--- src/rtl/branch_cmp_seq.sv ---
// Multi-cycle RV64 branch-condition sequencer.
// Compares operands one slice per cycle, MSB slice first.
module branch_cmp_seq #(
  parameter int XLEN  = 64,
  parameter int SLICE = 16
) (
  input  logic            clk,
  input  logic            reset,
  input  logic            start,
  input  logic [2:0]      funct3,
  input  logic [XLEN-1:0] rs1,
  input  logic [XLEN-1:0] rs2,
  output logic            busy,
  output logic            done,
  output logic            taken,
  output logic            illegal
);

  localparam int NS = XLEN / SLICE;
  localparam int KW = (NS > 1) ? $clog2(NS) : 1;
  localparam logic [KW-1:0] K_TOP = KW'(NS - 1);

  localparam logic [1:0] S_IDLE = 2'd0;
  localparam logic [1:0] S_CMP  = 2'd1;
  localparam logic [1:0] S_DONE = 2'd2;

  logic [1:0]      state;
  logic [XLEN-1:0] op_a;
  logic [XLEN-1:0] op_b;
  logic [2:0]      f3;
  logic [KW-1:0]   k;
  logic            lt;
  logic            eq;
  logic            res_v;
  logic            ill_q;

  logic [SLICE-1:0] a_s;
  logic [SLICE-1:0] b_s;
  logic             slice_eq;
  logic             slice_lt;
  logic             signed_cmp;
  logic             f3_bad;
  logic             accept;
  logic             dec;

  always_comb begin
    a_s = op_a[int'(k)*SLICE +: SLICE];
    b_s = op_b[int'(k)*SLICE +: SLICE];
  end

  // Only the top slice of a BLT/BGE carries the sign.
  assign signed_cmp = (k == K_TOP) && (f3[2:1] == 2'b10);
  assign slice_eq   = (a_s == b_s);
  assign slice_lt   = signed_cmp ? ($signed(a_s) < $signed(b_s))
                                 : (a_s < b_s);
  assign f3_bad     = (f3[2:1] == 2'b01);
  assign accept     = start && (state != S_CMP);

  always_ff @(posedge clk or posedge reset) begin
    if (reset) begin
      state <= S_IDLE;
      op_a  <= '0;
      op_b  <= '0;
      f3    <= '0;
      k     <= '0;
      lt    <= 1'b0;
      eq    <= 1'b0;
      res_v <= 1'b0;
      ill_q <= 1'b0;
    end else if (accept) begin
      state <= S_CMP;
      op_a  <= rs1;
      op_b  <= rs2;
      f3    <= funct3;
      k     <= K_TOP;
      lt    <= 1'b0;
      eq    <= 1'b0;
      res_v <= 1'b0;
      ill_q <= 1'b0;
    end else if (state == S_CMP) begin
      if (f3_bad) begin
        ill_q <= 1'b1;
        state <= S_DONE;
      end else if (slice_eq && (k != '0)) begin
        k <= k - 1'b1;
      end else begin
        eq    <= slice_eq;
        lt    <= !slice_eq && slice_lt;
        res_v <= 1'b1;
        state <= S_DONE;
      end
    end else if (state == S_DONE) begin
      state <= S_IDLE;
    end
  end

  // Decision is a pure function of latched registers, so it is stable.
  always_comb begin
    dec = 1'b0;
    unique case (1'b1)
      (f3 == 3'b000):     dec = eq;
      (f3 == 3'b001):     dec = !eq;
      (f3[2] && !f3[0]):  dec = lt;
      (f3[2] && f3[0]):   dec = !lt;
      default:            dec = 1'b0;
    endcase
  end

  assign busy    = (state == S_CMP);
  assign done    = (state == S_DONE);
  assign taken   = res_v && dec;
  assign illegal = ill_q;

endmodule
--- config.mk ---
export PLATFORM = sky130hd
export DESIGN_NAME = branch_cmp_seq
export DESIGN_NICKNAME = d
export VERILOG_FILES = /design/src/rtl/branch_cmp_seq.sv
export SDC_FILE = /design/constraint.sdc
export NUM_CORES = 1
export LEC_CHECK = 0
export ABC_AREA = 1
export BUFFER_PORTS_ARGS = -buffer_cell sky130_fd_sc_hd__buf_2
export CORE_UTILIZATION = 45
export DETAILED_ROUTE_END_ITERATION = 6
export PLACE_DENSITY = 0.68
export SYNTH_ARGS = -nofsm -noshare
export SYNTH_HDL_FRONTEND = slang
export SYNTH_SLANG_ARGS = --single-unit
--- constraint.sdc ---
create_clock -name clk -period 9.1 [get_ports clk]
set_input_delay 2.73 -clock clk [delete_from_list [all_inputs] [get_ports clk]]
set_output_delay 2.73 -clock clk [all_outputs]
set_load 0.02 [all_outputs]
==> out/metrics.csv, run 1 <==
stage,metric,value,unit
logic_synthesis,"area leader, netlist",dfrtp_1,
detailed_routing,via count,5848,
clock_network,total clock buffers created by CTS,17,
global_routing,first-pass GRT wire length,27400,µm
power_and_ir_drop,pwr dens,326,nW/µm²
placed_design,post-DP HPWL,11500,µm
clock_network,CTS tree,done,
worst_setup_path,worst reg2reg endpoint,k[0],
clock_network,CTS Sinks,139,
placed_design,number of port buffers,137,
floorplan,I/O Pins,138,
global_routing,gr ovfl total,0,
power_and_ir_drop,Max VDD drop,0.149,mV
worst_setup_path,R2R depth,13,
timing,RSZ-0062 raised after global routing,false,
worst_setup_path,Startpoint Class,input pin,
timing,endpoints failing setup,0,
worst_setup_path,required time of the critical path,9370,ps
clock_network,postcts setup bufs,0,
global_routing,number of global-route vias before repair,5406,
final_layout,share of cells above drive strength 1,19.5,%
timing,endpoints failing hold,0,
worst_hold_path,HP Class,flop to flop,
worst_setup_path,R2R Setup Slk,5730,ps
timing,slew at the pin closest to its max-slew limit,1030,ps
run,maxcap violations,0,
logic_synthesis,Post-Syn Nets,1021,
worst_hold_path,Hold Path Sink,op_b[46],
detailed_routing,WL/cell,14.7,µm
detailed_routing,DRC Markers,0,
worst_setup_path,crit path DAT,4590,ps
detailed_routing,Antenna Nets Post-Route,0,
floorplan,Die X-Extent,124,µm
floorplan,row count,44,
placed_design,Post-Place Setup Slack,4340,ps
timing,Rel. slew slack,31.1,%
floorplan,Core ar.,14500,µm²
logic_synthesis,mapped cell area,6700,µm²
floorplan,Starting Density,46.1,%
worst_setup_path,CP Capture Type,flop,
timing,f_max,231,MHz
final_layout,P&R area growth vs syn,19.6,%
worst_hold_path,Hold Crit Start,op_b[46],
logic_synthesis,Unique masters post-synth,30,
power_and_ir_drop,Combinational Power Share,33.7,%
global_routing,total track usage,24.1,%
global_routing,initial antenna violation count,0,
worst_setup_path,critical path type,input pin to flop,
timing,post-route minimum period,4330,ps
placed_design,routability cong.,0.877,
clock_network,cts hold-fix bufs,0,
power_and_ir_drop,Sequential Power Share,41.2,%
final_layout,Antenna Diode Count,0,
power_and_ir_drop,clock share of power,25.1,%
logic_synthesis,Yosys warnings,0,
detailed_routing,Vias per Instance,4.97,
clock_network,clock-pin transition on the worst setup and hold timing paths,60,ps
logic_synthesis,#FFs+latches synth,139,
power_and_ir_drop,switch share,37.7,%
clock_network,post-cts gate resize count,0,
floorplan,die area,15400,µm²
clock_network,CTS H-tree lvls,4,
detailed_routing,DR pass1 iterations,5,
detailed_routing,Routed WL,17300,µm
logic_synthesis,sequential fraction of the synthesis area,51.9,%
power_and_ir_drop,P_leak,4.38,nW
detailed_routing,Starting DRT DRC Count,572,
worst_hold_path,worst hold path depth,2,
logic_synthesis,synth top area cells,"dfrtp_1 52%, nand2_1 23%, o21ai_0 6.1%, nor2_1 3.8%, ha_1 3.7%",
power_and_ir_drop,NetSw,0.984,mW
final_layout,final net count,1133,
clock_network,Root Buffer,clkbuf_16,
global_routing,largest net degree at the start of global routing,86,
logic_synthesis,Syn Inst Count,867,
logic_synthesis,Syn Area/Cell,7.73,µm²
power_and_ir_drop,P_int,1.62,mW
clock_network,worst skew pair latency,420,ps
clock_network,CTS Buffer Depth,2,
logic_synthesis,top-area cell type share of the netlist area,51.9,%
timing,Tcrit/Tclk final,47.6,%
worst_setup_path,reg2reg start,k[0],
timing,"Slew Viols, Final",0,
floorplan,Die Ht,124,µm
timing,total negative slack,0,ps
timing,worst setup margin,4770,ps
worst_setup_path,crit path max fanout,78,
status,status,"finished, final reports clean",
timing,Final Skew,5.92,ps
## critical path: stages
cell,delay [ps]
buf_2,110
nand2_4,240
inv_4,580
buf_4,690
o21ai_0,180
## logic make-up after synthesis
kind of cell,share of synthesized area [%]
AND/OR/NAND/NOR,29.0
AO/OA/AOI/OAI,10.1
flip-flops,51.9
buffers and inverters,5.17
adder cells (fa/ha/maj),3.74
## per-stage QoR
stage	std cells	power, mW	cell area [µm²]	utilization [%]	hold WS, ps
global placement	1144	1.93	7450	51.2	458
finish	1176	2.61	8010	55.1	472
detailed placement	1144	1.95	7450	51.2	460
floorplan	867	1.71	6700	-	444
global route	1176	2.83	8010	55.1	486
CTS	1176	2.62	8010	55.1	476
## per-layer routing
metal | GRT usage [%] | up-vias | wire length (µm)
met1 | 36.2 | 2707 | 8510
li1 | - | 2948 | -
met4 | 7.66 | 0 | 240
met2 | 34.9 | 177 | 7540
met5 | 0 | - | 0
met3 | 4.21 | 16 | 958
## cells in the mapped netlist
cell      number
clkinv_2       1
ha_1          20
a32o_1         1
nand2_4        1
nor2_1        67
buf_2         24
a21o_2         1
buf_1          2
buf_4          1
clkbuf_1      22
nor3_1         2
nor3b_4        1
nand2_1      408
a21oi_1       25
nand2_2        6
dfrtp_1      139
o21ai_0       82
nand4_1        1
o22ai_1       16
inv_1         30
nand3_2        1
and3_1         1
inv_2          3
o21a_1         1
or2_2          1
a21oi_4        1
nor2_4         1
nand3_1        6
nand3b_1       1
nor2_2         1
## state kept, by name (all words and copies together), names as in the netlist
signal and flops:
illegal 1, k 2, op_a 64, state 2
res_v 1, eq 1, lt 1, f3 3
op_b 64
## how the worst max path moves through the flow
stage          startpoint        to  depth (start not counted)
6_report            start   op_b[6]                          5
5_1_grt             start     res_v                          5
4_1_cts             start   op_b[6]                          5
3_5_place_dp        start  op_b[14]                          5
3_3_place_gp        start   op_b[4]                          5
2_1_floorplan       reset        eq                          1
## layout by cell type (no fill, tap or decap), drive strengths merged
cell	n
nand2	415
buf	142
dfrtp	139
o21ai	82
nor2	69
inv	33
a21oi	26
ha	20
clkbuf	19
o22ai	16
clkinv	9
nand3	7
clkinvlp	4
nor3	2
nor3b	1
a32o	1
or2	1
nand4	1
o21a	1
a21o	1
and3	1
nand3b	1
bufinv	1
## layout make-up
cell class / count / area, µm²
tap: 184 / 230
sequential: 139 / 3480
clock inverter: 13 / 123
clock buffer: 19 / 443
multi-input combinational: 645 / 2880
timing repair buffer: 142 / 723
fill: 1419 / 6520
inverter: 34 / 136
## power by group through the flow
stage / clock [mW] / sequential [mW] / combinational [mW]
6_report: 0.654 / 1.08 / 0.878
5_1_grt: 0.686 / 1.11 / 1.03
4_1_cts: 0.660 / 1.07 / 0.885
3_5_place_dp: 0 / 1.07 / 0.882
3_3_place_gp: 0 / 1.07 / 0.854
2_1_floorplan: 0 / 1.03 / 0.679
Note: power is estimated with default switching activity, not from simulation.
==> run 2, diff against run 1 <==
Settings changed: ABC_AREA 1 to 0, PLACE_DENSITY 0.68 to 0.7.
Clock period 9.1 ns to 3.7 ns, I/O delays scaled along.
==> run 2 against run 1 <==
Compared with the run above:
- sequential share of layout area shrank 0.31 points
- core utilization increased by 2.3 points
- via count decreased by 12%
- count of clock-buffer cells in the layout rose by 4
- clock skew hardly changed
- critical path depth increased by 3
- worst setup slack worse by 4300 ps
- power grew to 2.6 times the previous value
- cell area increased by 0.72%
- non-clock buffer count rose by 6
- final cell count is 13% lower
- global-route usage down 0.68 points
- largest cell class unchanged
==> out/metrics.csv, run 2 <==
stage,metric,value,unit,change
global_routing,number of global-route vias before repair,5288,,-2.2%
detailed_routing,WL/cell,15.6,µm,+6.2%
logic_synthesis,"count leader, synth",nand2_1,,
floorplan,I/O Pins,138,,unchanged
clock_network,CTS Buffer Depth,2,,unchanged
placed_design,Post-Place Setup Slack,472,ps,-3870 ps
clock_network,worst skew pair latency,420,ps,about the same
logic_synthesis,"area leader, netlist",dfrtp_1,,
detailed_routing,via count,5120,,-12%
placed_design,number of port buffers,137,,unchanged
logic_synthesis,complex-gate fraction of the synthesized area,2.45,%,-7.7 points
global_routing,initial antenna violation count,0,,unchanged
final_layout,"commonest cells after routing, fill and taps aside","398 x nand2_1, 138 x dfrtp_1, 137 x buf_2",,
logic_synthesis,post-synthesis mux area share,11.3,%,+11 points
final_layout,design area,8070,µm²,+0.72%
final_layout,P&R area growth vs syn,23.6,%,
final_layout,Antenna Diode Count,0,,unchanged
final_layout,fin cells,1022,,-13%
placed_design,post-DP HPWL,11700,µm,+1.5%
logic_synthesis,Post-Syn Nets,854,,-16%
global_routing,first-pass GRT wire length,26100,µm,-4.7%
floorplan,Die Ht,122,µm,-1.2%
power_and_ir_drop,P_int,4.44,mW,+170%
timing,worst setup margin,457,ps,-4320 ps
timing,slew at the pin closest to its max-slew limit,753,ps,-280 ps
worst_setup_path,CP Capture Type,flop,,
power_and_ir_drop,Sequential Power Share,41.5,%,+0.3 points
logic_synthesis,Unique masters post-synth,31,,+3.3%
floorplan,Core ar.,14000,µm²,-3.4%
detailed_routing,DR pass1 iterations,5,,unchanged
worst_hold_path,HP Class,flop to flop,,
worst_setup_path,crit path DAT,3540,ps,-1050 ps
final_layout,final net count,983,,-13%
worst_setup_path,crit path max fanout,16,,-79%
clock_network,post-cts gate resize count,0,,unchanged
worst_setup_path,crit-path cells,buf_4 > mux4_2 > ha_1 > nand4_1 > nor4_4 > nor3b_4 > a21oi_2 > mux2_4,,
timing,"Slew Viols, Final",0,,unchanged
final_layout,Largest regs,"op_a x64, op_b x64, f3 x3",,
power_and_ir_drop,clock share of power,27.0,%,+1.9 points
floorplan,die area,15000,µm²,-2.4%
detailed_routing,Starting DRT DRC Count,307,,-46%
timing,total negative slack,0,ps,unchanged
logic_synthesis,synth top area cells,"dfrtp_1 53%, nand2_1 23%, mux4_2 11%, ha_1 3.8%, clkbuf_1 2.0%",,
status,status,"finished, final reports clean",,
clock_network,CTS H-tree lvls,4,,unchanged
run,maxcap violations,0,,unchanged
clock_network,cts hold-fix bufs,0,,unchanged
timing,endpoints failing hold,0,,unchanged
logic_synthesis,largest family of logic cells by synthesized area,simple AND/OR/NAND/NOR gates,,
placed_design,Area after DPL,7420,µm²,-0.32%
floorplan,Die X-Extent,122,µm,-1.2%
timing,Tcrit/Tclk final,87.7,%,
clock_network,clock-pin transition on the worst setup and hold timing paths,60,ps,about the same
clock_network,Root Buffer,clkbuf_16,,
worst_setup_path,largest delay contributor family on the critical path,simple AND/OR/NAND/NOR gates,,
worst_setup_path,Startpoint Class,flop,,
power_and_ir_drop,NetSw,2.37,mW,+140%
logic_synthesis,ys flop type,dfrtp_1,,
logic_synthesis,post-synthesis adder-cell area fraction,3.83,%,+0.095 points
timing,post-route minimum period,3240,ps,
logic_synthesis,sequential fraction of the synthesis area,53.3,%,+1.3 points
worst_setup_path,critical path type,flop to flop,,
timing,worst hold slack,475,ps,+2.74 ps
worst_setup_path,worst path bufs/invs,1,,-2
worst_setup_path,Max stage delay on crit path,650,ps,-40 ps
global_routing,gr ovfl total,0,,unchanged
timing,f_max,308,MHz,
timing,Final Skew,6.37,ps,+0.453 ps
worst_setup_path,slowest stage cell on the critical path,dfrtp_2,,
logic_synthesis,#FFs+latches synth,139,,unchanged
final_layout,fin util,57.5,%,+2.3 points
logic_synthesis,synth cell count leaders,"398 x nand2_1, 139 x dfrtp_1, 34 x clkbuf_1",,
logic_synthesis,post-synthesis simple-gate area fraction,25.2,%,-3.9 points
placed_design,routability cong.,0.829,,-5.5%
timing,endpoints failing setup,0,,unchanged
placed_design,placed insts,990,,-13%
detailed_routing,Vias per Instance,5.01,,+0.74%
global_routing,total track usage,23.4,%,-0.68 points
floorplan,Starting Density,46.5,%,+0.43 points
power_and_ir_drop,switch share,34.8,%,-3.0 points
logic_synthesis,Syn Inst Count,700,,-19%
power_and_ir_drop,Tot Pwr,6.81,mW,+160%
clock_network,total clock buffers created by CTS,17,,unchanged
power_and_ir_drop,pwr dens,844,nW/µm²,+160%
global_routing,largest net degree at the start of global routing,85,,-1.2%
clock_network,CTS Sinks,139,,unchanged
logic_synthesis,number of synthesized flops with an enable pin,0,,unchanged
detailed_routing,Routed WL,15900,µm,-7.7%
logic_synthesis,mapped cell area,6530,µm²,-2.5%
worst_setup_path,required time of the critical path,4000,ps,-5370 ps
clock_network,postcts setup bufs,0,,unchanged
timing,Rel. slew slack,49.8,%,+19 points
power_and_ir_drop,P_leak,4.40,nW,+0.48%
timing,RSZ-0062 raised after global routing,false,,
power_and_ir_drop,Max VDD drop,0.438,mV,+190%
final_layout,share of cells above drive strength 1,26.1,%,+6.7 points
logic_synthesis,top-area cell type share of the netlist area,53.3,%,+1.3 points
logic_synthesis,Syn Area/Cell,9.33,µm²,+21%
floorplan,row count,43,,-2.3%
clock_network,CTS tree,done,,
logic_synthesis,Yosys warnings,0,,unchanged
detailed_routing,DRC Markers,0,,unchanged
final_layout,"commonest non-fill, non-tap cell in the layout",nand2_1,,
logic_synthesis,"FFs w/ async S/R, synth",100,%,unchanged
logic_synthesis,post-synthesis xor/xnor area fraction,0.134,%,+0.13 points
detailed_routing,Antenna Nets Post-Route,0,,unchanged
power_and_ir_drop,Combinational Power Share,31.5,%,-2.2 points
run 2: changes by cell type in the layout (fill, tap and decap cells not counted), sizes merged, moves of 16 or more:
cell   delta
a21oi    -18
mux4     +32
nand2    -17
nor2     -65
o21ai    -76
o22ai    -16
run 2: cell type report:
class                           instances  area [µm²]
Clock buffer                           23         488
Sequential cell                       139        3480
Timing Repair Buffer                  148         806
Tap cell                              180         225
Clock inverter                          9         159
Multi-Input combinational cell        496        2810
Fill cell                            1207        5970
Inverter                               27         105
run 2: final timing paths:
| path | from | endpoint | slack, ps | cells after the start |
|---|---|---|---|---|
| hold / removal | op_a[54] | op_a[54] | 470 | 2 |
| setup / recovery | k[0] | state[1] | 460 | 8 |
| max in group asynchronous | reset | k[0] | 2180 | 3 |
| min in group asynchronous | reset | op_b[29] | 800 | 2 |
| hold reg to reg | op_a[54] | op_a[54] | 470 | 2 |
| setup reg to reg | k[0] | state[1] | 460 | 8 |
run 2: routing by layer:
| layer | vias to the layer above | global-route usage (%) | part of all wire (%) |
|---|---|---|---|
| met5 | - | 0 | 0 |
| li1 | 2497 | - | - |
| met3 | 20 | 5.25 | 3.7 |
| met4 | 0 | 7.70 | 1.8 |
| met2 | 117 | 40.5 | 52 |
| met1 | 2486 | 28.8 | 42 |
run 2: power by group through the flow:
stage | Sequential (mW) | Clock [mW] | Combinational (mW)
6_report | 2.83 | 1.84 | 2.15
5_1_grt | 2.90 | 1.93 | 2.46
4_1_cts | 2.83 | 1.85 | 2.18
3_5_place_dp | 2.83 | 0 | 2.15
3_3_place_gp | 2.86 | 0 | 2.07
2_1_floorplan | 2.58 | 0 | 1.69
run 2: kinds of logic (layout without fill, tap and decap cells):
family | count (synthesis) | in the layout
simple gates | 418 | 418
flops | 139 | 139
buf+inv | 65 | 207
mux | 33 | 33
compound gates | 24 | 24
fa+ha+maj | 20 | 20
xor+xnor | 1 | 1
run 2: tightest hold or removal path: cells and delay by family, from the launching register on:
kind,cells,cell delay [ps]
and+or+nand+nor,2,100
DFF,1,340
